File: config.mk
export PLATFORM = sky130hd
export DESIGN_NAME = hex_display_ctrl
export DESIGN_NICKNAME = d
export VERILOG_FILES = /design/src/rtl/hex_display_ctrl.sv
export SDC_FILE = /design/constraint.sdc
export NUM_CORES = 1
export LEC_CHECK = 0
export ABC_AREA = 1
export CORE_UTILIZATION = 40
export CTS_BUF_LIST = sky130_fd_sc_hd__clkbuf_4 sky130_fd_sc_hd__clkbuf_8
export DETAILED_ROUTE_END_ITERATION = 10
export SLEW_MARGIN = 5
export SYNTH_ARGS = -nofsm -noshare
export SYNTH_HDL_FRONTEND = slang
export SYNTH_SLANG_ARGS = --single-unit
File: constraint.sdc
create_clock -name clk -period 2 [get_ports clk]
set_clock_uncertainty 0.2 [all_clocks]
set_input_delay 0.4 -clock clk [delete_from_list [all_inputs] [get_ports clk]]
set_output_delay 0.4 -clock clk [all_outputs]
set_load 0.005 [all_outputs]
File: src/rtl/hex_display_ctrl.sv
// Seven-segment driver for DIGITS hex digits: latched value, leading-zero blanking,
// per-digit blink, and both parallel and time-multiplexed (scanned) outputs.
module hex_display_ctrl #(
  parameter int DIGITS    = 4,
  parameter int SCAN_DIV  = 50000,
  parameter int BLINK_DIV = 12500000
) (
  input  logic                  clk,
  input  logic                  rst_n,
  input  logic [4*DIGITS-1:0]   value,
  input  logic                  load,
  input  logic                  lz_en,
  input  logic [DIGITS-1:0]     blink,
  output logic [7*DIGITS-1:0]   hex_all,
  output logic [6:0]            seg_mux,
  output logic [DIGITS-1:0]     dig_en
);

  localparam int DIV_W = $clog2(SCAN_DIV);
  localparam int BLK_W = $clog2(BLINK_DIV);
  localparam int IDX_W = (DIGITS > 1) ? $clog2(DIGITS) : 1;

  logic [4*DIGITS-1:0] r_shadow;
  logic [DIV_W-1:0]    r_div_cnt;
  logic [IDX_W-1:0]    r_dig_idx;
  logic [BLK_W-1:0]    r_blink_cnt;
  logic                r_blink_phase;
  logic [7*DIGITS-1:0] r_hex_all;
  logic [6:0]          r_seg_mux;
  logic [DIGITS-1:0]   r_dig_en;

  logic [DIGITS-1:0]   w_blank;
  logic [7*DIGITS-1:0] w_hex_next;
  logic [6:0]          w_seg_next;
  logic [DIGITS-1:0]   w_dig_en_next;
  logic                w_scan_wrap;
  logic                w_blink_wrap;

  function automatic logic [6:0] seg_pattern(input logic [3:0] n);
    case (n)
      4'h0: seg_pattern = 7'h3F;
      4'h1: seg_pattern = 7'h06;
      4'h2: seg_pattern = 7'h5B;
      4'h3: seg_pattern = 7'h4F;
      4'h4: seg_pattern = 7'h66;
      4'h5: seg_pattern = 7'h6D;
      4'h6: seg_pattern = 7'h7D;
      4'h7: seg_pattern = 7'h07;
      4'h8: seg_pattern = 7'h7F;
      4'h9: seg_pattern = 7'h6F;
      4'hA: seg_pattern = 7'h77;
      4'hB: seg_pattern = 7'h7C;
      4'hC: seg_pattern = 7'h39;
      4'hD: seg_pattern = 7'h5E;
      4'hE: seg_pattern = 7'h79;
      default: seg_pattern = 7'h71;
    endcase
  endfunction

  // Walk from the top digit down so zero_run means "this nibble and all above are 0".
  always_comb begin : decode
    logic zero_run;
    zero_run   = 1'b1;
    w_blank    = '0;
    w_hex_next = '0;
    for (int i = DIGITS - 1; i >= 0; i--) begin
      zero_run   = zero_run & (r_shadow[4*i +: 4] == 4'h0);
      w_blank[i] = ((i > 0) && lz_en && zero_run) || (blink[i] && r_blink_phase);
      w_hex_next[7*i +: 7] = w_blank[i] ? 7'h7F : ~seg_pattern(r_shadow[4*i +: 4]);
    end
  end

  always_comb begin
    w_seg_next = 7'h7F;
    for (int i = 0; i < DIGITS; i++) begin
      if (r_dig_idx == IDX_W'(i)) w_seg_next = w_hex_next[7*i +: 7];
    end
    w_dig_en_next = ~(DIGITS'(1) << r_dig_idx);
  end

  assign w_scan_wrap  = (r_div_cnt == DIV_W'(SCAN_DIV - 1));
  assign w_blink_wrap = (r_blink_cnt == BLK_W'(BLINK_DIV - 1));

  always_ff @(posedge clk or negedge rst_n) begin
    if (!rst_n) begin
      r_shadow      <= '0;
      r_div_cnt     <= '0;
      r_dig_idx     <= '0;
      r_blink_cnt   <= '0;
      r_blink_phase <= 1'b0;
      r_hex_all     <= '1;
      r_seg_mux     <= 7'h7F;
      r_dig_en      <= '1;
    end else begin
      if (load) r_shadow <= value;

      if (w_scan_wrap) begin
        r_div_cnt <= '0;
        r_dig_idx <= (r_dig_idx == IDX_W'(DIGITS - 1)) ? '0 : r_dig_idx + IDX_W'(1);
      end else begin
        r_div_cnt <= r_div_cnt + DIV_W'(1);
      end

      if (w_blink_wrap) begin
        r_blink_cnt   <= '0;
        r_blink_phase <= ~r_blink_phase;
      end else begin
        r_blink_cnt <= r_blink_cnt + BLK_W'(1);
      end

      // seg_mux and dig_en share one edge so a digit never shows a neighbour's segments.
      r_hex_all <= w_hex_next;
      r_seg_mux <= w_seg_next;
      r_dig_en  <= w_dig_en_next;
    end
  end

  assign hex_all = r_hex_all;
  assign seg_mux = r_seg_mux;
  assign dig_en  = r_dig_en;

endmodule

; ---- Yosys cells after proc, flatten, opt, wreduce, memory -nomap -nowiden
; Memory sizes are Yosys's and may differ from the RTL's.
; Cells that the tools add are included.
[totals]
regBits = 98
mem_bits_ro = 448
input_bits = 24
output_inout_bits = 39
elab_cells = 54
memories = 4
[mem_list]
columns = name, words, word_bits, read_ports, rd_clocked_by_memory_dff, wr, line
row1 = (name not given), 16, 7, 1, 0, 0, 40  ; case (n)
row2 = (name not given), 16, 7, 1, 0, 0, 40
row3 = (name not given), 16, 7, 1, 0, 0, 40
row4 = (name not given), 16, 7, 1, 0, 0, 40
[op_classes]
add_sub_neg = 3
n_eq_ne = 5
shift = 1
n_mux = 11
n_bitwise = 8
n_reduce_logical = 14
[ops]
columns = cell, count
row1 = two-way mux 7 bit, 8
row2 = inverter 7 bit, 4
row3 = adder 24 x 1 -> 24 bit (second input constant), 1
row4 = == test 24 bit (second input constant), 1
row5 = two-way mux 24 bit, 1
row6 = adder 16 x 1 -> 16 bit (second input constant), 1
row7 = == test 16 bit (second input constant), 1
row8 = two-way mux 16 bit, 1
row9 = zero test 4 bit, 3
row10 = logical AND 1 bit, 7
row11 = == test 2 bit (second input constant), 2
row12 = inverter 4 bit, 1
row13 = left shift 1 x 2 -> 4 bit (first input constant), 1
row14 = logical OR 1 bit, 3
row15 = adder 2 x 1 -> 2 bit (second input constant), 1
row16 = AND 1 bit, 2
row17 = == test 2 x 1 -> 1 bit (second input constant), 1
row18 = zero test 2 bit, 1
row19 = two-way mux 2 bit, 1
row20 = inverter 1 bit, 1

; ---- Depth between registers and ports, before layout
; Gate-level depths: netlist of the first run.
[depth]
depth_word = 9
mapped_depth = 11
mapped_depth_nobuf = 11

; ---- Worst setup path before layout of the first run
; No wires, ideal clock.
[synth_path]
path_kind = register -> register
startpoint = register r_shadow[8]
endpoint = register r_seg_mux[3], in the netlist seg_mux[3]
t_arrival_ns = 1.401
slack_ns = 0.338
stages_incl_launch_ff = 11
n_path_buf = 0
period_less_slack_ns = 1.662
cell_sequence = dfrtp_1 > inv_1 > ha_1 > nand2_1 > nor2_1 > nand2_1 > nand2_2 > nor2_1 > a21oi_1 > nand2_1 > nand2_1
[synth_via]
elab_chain_cells = 9
word_cells_on_any_way = 14
classes_between = mux (5) / bitwise (3) / reduce/logical (5) / memory (1)
[synth_lines]
columns = element, line
row1 = "start, declared", 23  ; logic [4*DIGITS-1:0] r_shadow;
row2 = "start signal, assigned", 95  ; if (load) r_shadow <= value;
row3 = zero test 4 bit, 67  ; zero_run = zero_run & (r_shadow[4*i +: 4] == 4'h0);
row4 = AND 1 bit (2 in a row), 67
row5 = logical AND 1 bit, 68  ; w_blank[i] = ((i > 0) && lz_en && zero_run) || (blink[i] && r_blink_phase);
row6 = logical OR 1 bit, 68
row7 = two-way mux 7 bit, 69  ; w_hex_next[7*i +: 7] = w_blank[i] ? 7'h7F : ~seg_pattern(r_shadow[4*i +: 4]);
row8 = two-way mux 7 bit, 76  ; if (r_dig_idx == IDX_W'(i)) w_seg_next = w_hex_next[7*i +: 7];
row9 = two-way mux 7 bit * (2 in a row), 76
row10 = via w_seg_next[3], 34  ; logic [6:0] w_seg_next;
row11 = "end signal, assigned", 113  ; r_seg_mux <= w_seg_next;
row12 = "end, declared", 29  ; logic [6:0] r_seg_mux;
; Mark *: on every way through the listed nets, which the timed path passes. The rest lies on a longest branch.
; A chain may end at the register's enable or synchronous reset.

; ---- Worst setup path in the final report of the first run
[layout_path]
startpoint = register r_shadow[5]
endpoint = register r_seg_mux[6], in the netlist seg_mux[6]
[layout_via]
elab_chain_cells = 8
word_cells_on_any_way = 10
classes_between = mux (4) / bitwise (2) / reduce/logical (3) / memory (1)
[layout_lines]
columns = element, line
row1 = branches (longest 4 deep; another with memory (16 x 7 bit)), --
row2 = two-way mux 7 bit *, 69
row3 = via w_hex_next[13], 33  ; logic [7*DIGITS-1:0] w_hex_next;
row4 = two-way mux 7 bit * (3 in a row), 76
row5 = via w_seg_next[6], 34
; Mark *: on every way through the listed nets, which the timed path passes.

==> results of run 1 <==
==> layer usage <==
metal,up-vias,part of all wire (%),wire length [um],track usage [%]
li1,2366,-,-,-
met1,2162,50,6636,29.10
met2,106,44,5903,30.04
met3,15,4.2,557,3.861
met4,0,1.4,187,6.329
met5,-,0,0,0
==> power breakdown <==
| part | internal [W] | switching, W | total [W] |
|---|---|---|---|
| sequential | 0.00220 | 0.0000889 | 0.00229 |
| combinational | 0.000335 | 0.000420 | 0.000755 |
| clock | 0.000641 | 0.000706 | 0.00135 |
| total | 0.00318 | 0.00121 | 0.00439 |
==> layout make-up <==
type | count | area (um^2)
inverters | 99 | 374.1
clock inverters | 4 | 51.30
clock buffers | 12 | 152.6
well taps | 176 | 220.2
repair buffers | 80 | 732.0
multi-input cells | 481 | 2506
flip-flops and latches | 98 | 2501
fillers | 1341 | 6705
==> critical path, cell delays in order, from the launching register on <==
cell     delay [ns]
dfrtp_1        0.45
inv_1          0.16
ha_1           0.19
nand2_1        0.10
nor2_2         0.15
nand3_2        0.18
nand3_1        0.17
nand2_1        0.06
nand3_1        0.06
nand2_1        0.06
nand2_1        0.06
==> state kept, by name (all words and copies together) (netlist names) <==
signal and cells:
r_dig_idx 2, r_blink_cnt 24, hex_all 28, r_div_cnt 16, r_shadow 16, dig_en 4, seg_mux 7, r_blink_phase 1
==> per-stage QoR <==
stage	setup TNS, ns	worst slack, ns	power, W
floorplan	0	0.3382	0.002678
global placement	0	0.001358	0.003161
detailed placement	-0.01455	-0.01404	0.003166
CTS	0	0.08897	0.004442
global route	-0.02506	-0.01974	0.004649
finish	0	0.1248	0.004390
==> how the worst max path moves through the flow <==
stage / slack (ns) / start / cells after the start / end
floorplan: 0.34 / r_shadow[8]$_DFFE_PN0P_ / 10 / seg_mux[3]$_DFF_PN1_
finish: 0.12 / r_shadow[5]$_DFFE_PN0P_ / 10 / seg_mux[6]$_DFF_PN1_
global route: -0.02 / r_shadow[12]$_DFFE_PN0P_ / 10 / seg_mux[3]$_DFF_PN1_
detailed placement: -0.01 / lz_en / 9 / seg_mux[3]$_DFF_PN1_
CTS: 0.09 / r_shadow[5]$_DFFE_PN0P_ / 10 / seg_mux[6]$_DFF_PN1_
global placement: 0.001 / lz_en / 9 / seg_mux[1]$_DFF_PN1_
==> cell usage in the layout, fill, tap and decap left out, types with 20 or more instances in the layout <==
cell	synthesis	final
o21ai_0	39	39
a21oi_1	20	20
dfstp_2	39	39
nor2_1	88	85
clkdlybuf4s50_1	0	22
dfrtp_1	59	59
inv_1	93	91
nand2_1	164	161
dlygate4sd2_1	0	39
nand4_1	26	26
nand3_1	58	58
ha_1	29	28
==> what timing repair did <==
item,in CTS,in global routing
setup buffers,0,1
pin swaps,0,2
gates resized for setup,39,10
hold buffers,1,0
endpoints found under the hold margin,12,0
setup endpoints to repair,39,14
==> logic make-up (layout without fill, tap and decap cells) <==
group | after synthesis | in the layout | synth area share, %
compound gates | 72 | 72 | 7.183
flops | 98 | 98 | 46.02
xor+xnor | 12 | 12 | 1.934
simple gates | 368 | 368 | 29.88
buf+inv | 114 | 195 | 8.310
fa+ha+maj | 29 | 29 | 6.676
==> flow_metrics.tcl, run 1 <==
set metrics [dict create \
    gr-usage-all-layers_pct 20.07 \
    synth_most_common_cell "nand2_1" \
    path_clk_slew_ns 0.10 \
    vias 4649 \
    io_pins 63 \
    h-tree-depth 3 \
    start_util_pct 41.04 \
    final_core_util_pct 49.37 \
    final_cells 950 \
    grt_pass1_wl_um 22090 \
    coreArea_um2 13240 \
    rsz0062_at_grt "true" \
    finish.instance_area_um2 6538 \
    yosys.area.top_type "dfrtp_1" \
    clock-root-buffer "clkbuf_8" \
    die_area_um2 14060 \
    num_rows 42 \
    syn_area_per_cell_um2 7.843 \
    cts.sinks 98 \
    cp-end-kind "flip-flop" \
    min_from "r_div_cnt[0]$_DFF_PN0_" \
    status "finished, final reports clean" \
    r2r_setup_slack_ns 0.12 \
    peakVddDrop_uv 305.6 \
    syn_area_um2 5435 \
    r2r-start "r_shadow[5]$_DFFE_PN0P_" \
    crit_fanout 8 \
    clock_latency_ns 0.39 \
    worstHoldEndpoint "r_div_cnt[0]$_DFF_PN0_" \
    synth_edf_count 0 \
    syn_inst 693 \
    synth_top_cell_area_share_pct 27.16 \
    via_per_inst 4.894 \
    yosys-top-cells-count "164 x nand2_1, 93 x inv_1, 88 x nor2_1" \
    area_delta_synth_final_pct 20.28 \
    final_hold_viol_count 0 \
    die_y_um 118.6 \
    gr-total-overflow 0 \
    syn-num-nets 746 \
    start_kind "flip-flop" \
    max_slew_margin_pct 67.79 \
    synth_area_leaders "dfrtp_1 27%, dfstp_2 19%, nand2_1 11%" \
    wl_um 13280 \
    drive_gt1_share_pct 13.44 \
    critical_path_class "reg2reg" \
    cap_violations 0 \
    yosys_most_used_dff "dfrtp_1" \
    cts_buffer_depth 2 \
    reg2reg_to "seg_mux[6]$_DFF_PN1_" \
    final.period_utilization_pct 93.76 \
    cts_tree "yes" \
    holdCritPathClass "reg2reg" \
    portBuffers 62 \
    fin_hold_ws_ns 0.2611 \
    async_flop_share_pct 100.0 \
    post-route-min-period_ns 1.875 \
    drc_errors 0 \
    antenna_found_initial 0 \
    max_freq_ghz 0.5333 \
    grt_max_degree 44 \
    setup_viol 0 \
    num_antenna_cells 0 \
    die_w_um 118.6 \
    ys_seq_elements 98 \
    p_per_area_nw_per_um2 671.4 \
    final_nets 822 \
    r2r_cells 10 \
    yosysSeqAreaShare_pct 46.02 \
    numCtsBuffers 9 \
    dpl.hpwl_um 10270 \
    ys_warn_count 0 \
    gp_congestion 0.9040 \
    first_pass_iters 5 \
    grt_pass1_vias 4418 \
    cp.required_ns 2.13 \
    synth.distinct_cells 37 \
    final-max-slew-violation-count 0 \
    hold_depth 1 \
    worstPathArrival_ns 2.01 \
    max_slew.worst_pin.slew_ns 0.4795 \
    wl_per_cell_um 13.98 \
    drtAntennaViolNets 0 \
    post_dp_cell_area_um2 6341 \
    leakagePower_nw 3.260 \
    place_inst 932 \
    drt_iter0_markers 382 \
]
Power figures use the tool's default switching activity.
==> run 2: changes to the inputs <==
Settings changed: PLACE_DENSITY from default to 0.7, RECOVER_POWER from default to 100.
==> run 2 against run 1 <==
Die area stayed put. Highest routed layer unchanged. Non-clock buffer count is 4 lower. Design area is 1.4% lower. First-iteration DRC count is 12% lower. Sequential share of layout area is 0.55 points higher. Register-to-register slack better by 0.02 ns. Global-route usage is 0.57 points lower. Critical path type unchanged. Flip-flop and latch count stayed put.
==> flow_metrics.tcl, run 2 (synthesis results as in run 1) <==
set metrics [dict create \
    final-max-slew-violation-count 0 \
    num_antenna_cells 0 \
    cp.required_ns 2.07 \
    die_w_um 118.6 \
    coreArea_um2 13240 \
    status "finished, final reports clean" \
    drc_errors 0 \
    cts.sinks 98 \
    die_y_um 118.6 \
    antenna_found_initial 0 \
    slowest_stage "dfrtp_1" \
    h-tree-depth 3 \
    cap_violations 0 \
    nFillCells 1341 \
    peakVddDrop_uv 351.9 \
    gp_congestion 0.9263 \
    numCtsBuffers 9 \
    die_area_um2 14060 \
    r2r_cells 8 \
    vias 4570 \
    place_ws_ns 0.06297 \
    p_per_area_nw_per_um2 657.0 \
    first_pass_iters 4 \
    grt_pass1_wl_um 21550 \
    clock-root-buffer "clkbuf_8" \
    drive_gt1_share_pct 12.34 \
    worstPathArrival_ns 1.92 \
    largest_reg_flops 28 \
    crit_fanout 5 \
    path_common_cell "nor2_1" \
    regArea_um2 2502 \
    fin_hold_ws_ns 0.2669 \
    multi_input_area_um2 2494 \
    timing.final.ws_setup_ns 0.1494 \
    hold_depth 1 \
    cts_tree "yes" \
    max_stage_delay_ns 0.39 \
    setup_viol 0 \
    max_slew.worst_pin.slew_ns 0.8751 \
    drt_iter0_markers 335 \
    wl_per_cell_um 13.25 \
    cts_setup_buffers 0 \
    start_kind "flip-flop" \
    final_hold_viol_count 0 \
    place_inst 929 \
    clock_latency_ns 0.38 \
    final_cells 946 \
    grt_max_degree 99 \
    io_pins 63 \
    max_slew_margin_pct 41.66 \
    gr-total-overflow 0 \
    cts_buffer_depth 2 \
    max_freq_ghz 0.5404 \
    drtAntennaViolNets 0 \
    wl_um 12540 \
    final_nets 818 \
    dpl.hpwl_um 9372 \
    post_dp_cell_area_um2 6306 \
    area_delta_synth_final_pct 18.62 \
    final_common_cell "nand2_1" \
    gr-usage-all-layers_pct 19.50 \
    start_util_pct 41.04 \
    via_per_inst 4.831 \
    layout_common_cells "163 x nand2_1, 90 x inv_1, 89 x nor2_1, 58 x dfrtp_1, 57 x nand3_1" \
    leakagePower_nw 3.201 \
    portBuffers 62 \
    p_total_w 0.004236 \
    num_rows 42 \
    crit_path_cell_trace "ha_1 > nand3_2 > nor2_1 > nand2_2 > nor3_4 > nand2_1 > o21ai_0 > nor2_1" \
    critical_path_class "reg2reg" \
    path_clk_slew_ns 0.10 \
    holdCritPathClass "reg2reg" \
    final.period_utilization_pct 92.53 \
    cp-end-kind "flip-flop" \
    post-route-min-period_ns 1.851 \
    finish.instance_area_um2 6447 \
    grt_pass1_vias 4359 \
]
run 2: through the flow:
| step | TNS [ns] | util (%) |
|---|---|---|
| 2_1_floorplan | 0 | - |
| 3_3_place_gp | 0 | 47.62 |
| 3_5_place_dp | 0 | 47.62 |
| 4_1_cts | 0 | 48.71 |
| 5_1_grt | -0.01819 | 48.69 |
| 6_report | 0 | 48.69 |
run 2: area by class of cell:
| class | count | share of cell area, % |
|---|---|---|
| clock buffers | 10 | 2.038 |
| clock inverters | 6 | 0.7957 |
| inverters | 99 | 5.802 |
| multi-input cells | 481 | 38.68 |
| flip-flops and latches | 98 | 38.81 |
| well taps | 176 | 3.415 |
| repair buffers | 76 | 10.46 |
run 2: worst paths after layout:
kind,from,to,slack (ns)
min in group asynchronous,rst_n,r_shadow[6]$_DFFE_PN0P_,0.57
min reg2reg,r_blink_cnt[0]$_DFF_PN0_,r_blink_cnt[0]$_DFF_PN0_,0.27
max in group asynchronous,rst_n,r_shadow[12]$_DFFE_PN0P_,0.40
max reg2reg,r_div_cnt[0]$_DFF_PN0_,r_div_cnt[14]$_DFF_PN0_,0.15
max,r_div_cnt[0]$_DFF_PN0_,r_div_cnt[14]$_DFF_PN0_,0.15
min,r_blink_cnt[0]$_DFF_PN0_,r_blink_cnt[0]$_DFF_PN0_,0.27
run 2: what timing repair did:
item	in CTS	in global routing
hold buffers	1	0
setup endpoints to repair	39	9
hold endpoints to repair	59	0
pin swaps	0	1
resized for setup	39	10
run 2: power breakdown:
group          leakage (nW)  switching [W]  total (W)  internal, W
combinational          1.93       0.000399   0.000712     0.000313
sequential             1.17      0.0000936    0.00229      0.00220
clock                0.0962       0.000746    0.00123     0.000484
run 2: worst max-delay path: cells and delay by family, from the launching register on:
kind                       cells  cell delay [ns]
AOI/OAI and AO/OA              1             0.15
adders and majority gates      1             0.22
DFF                            1             0.39
and+or+nand+nor                6             0.79
run 2: metal layers:
| metal | vias to the layer above | track usage, % | share of wire (%) |
|---|---|---|---|
| li1 | 2363 | - | - |
| met1 | 2105 | 27.06 | 47 |
| met2 | 89 | 30.15 | 48 |
| met3 | 13 | 4.585 | 4.1 |
| met4 | 0 | 5.775 | 1.5 |
| met5 | - | 0 | 0 |
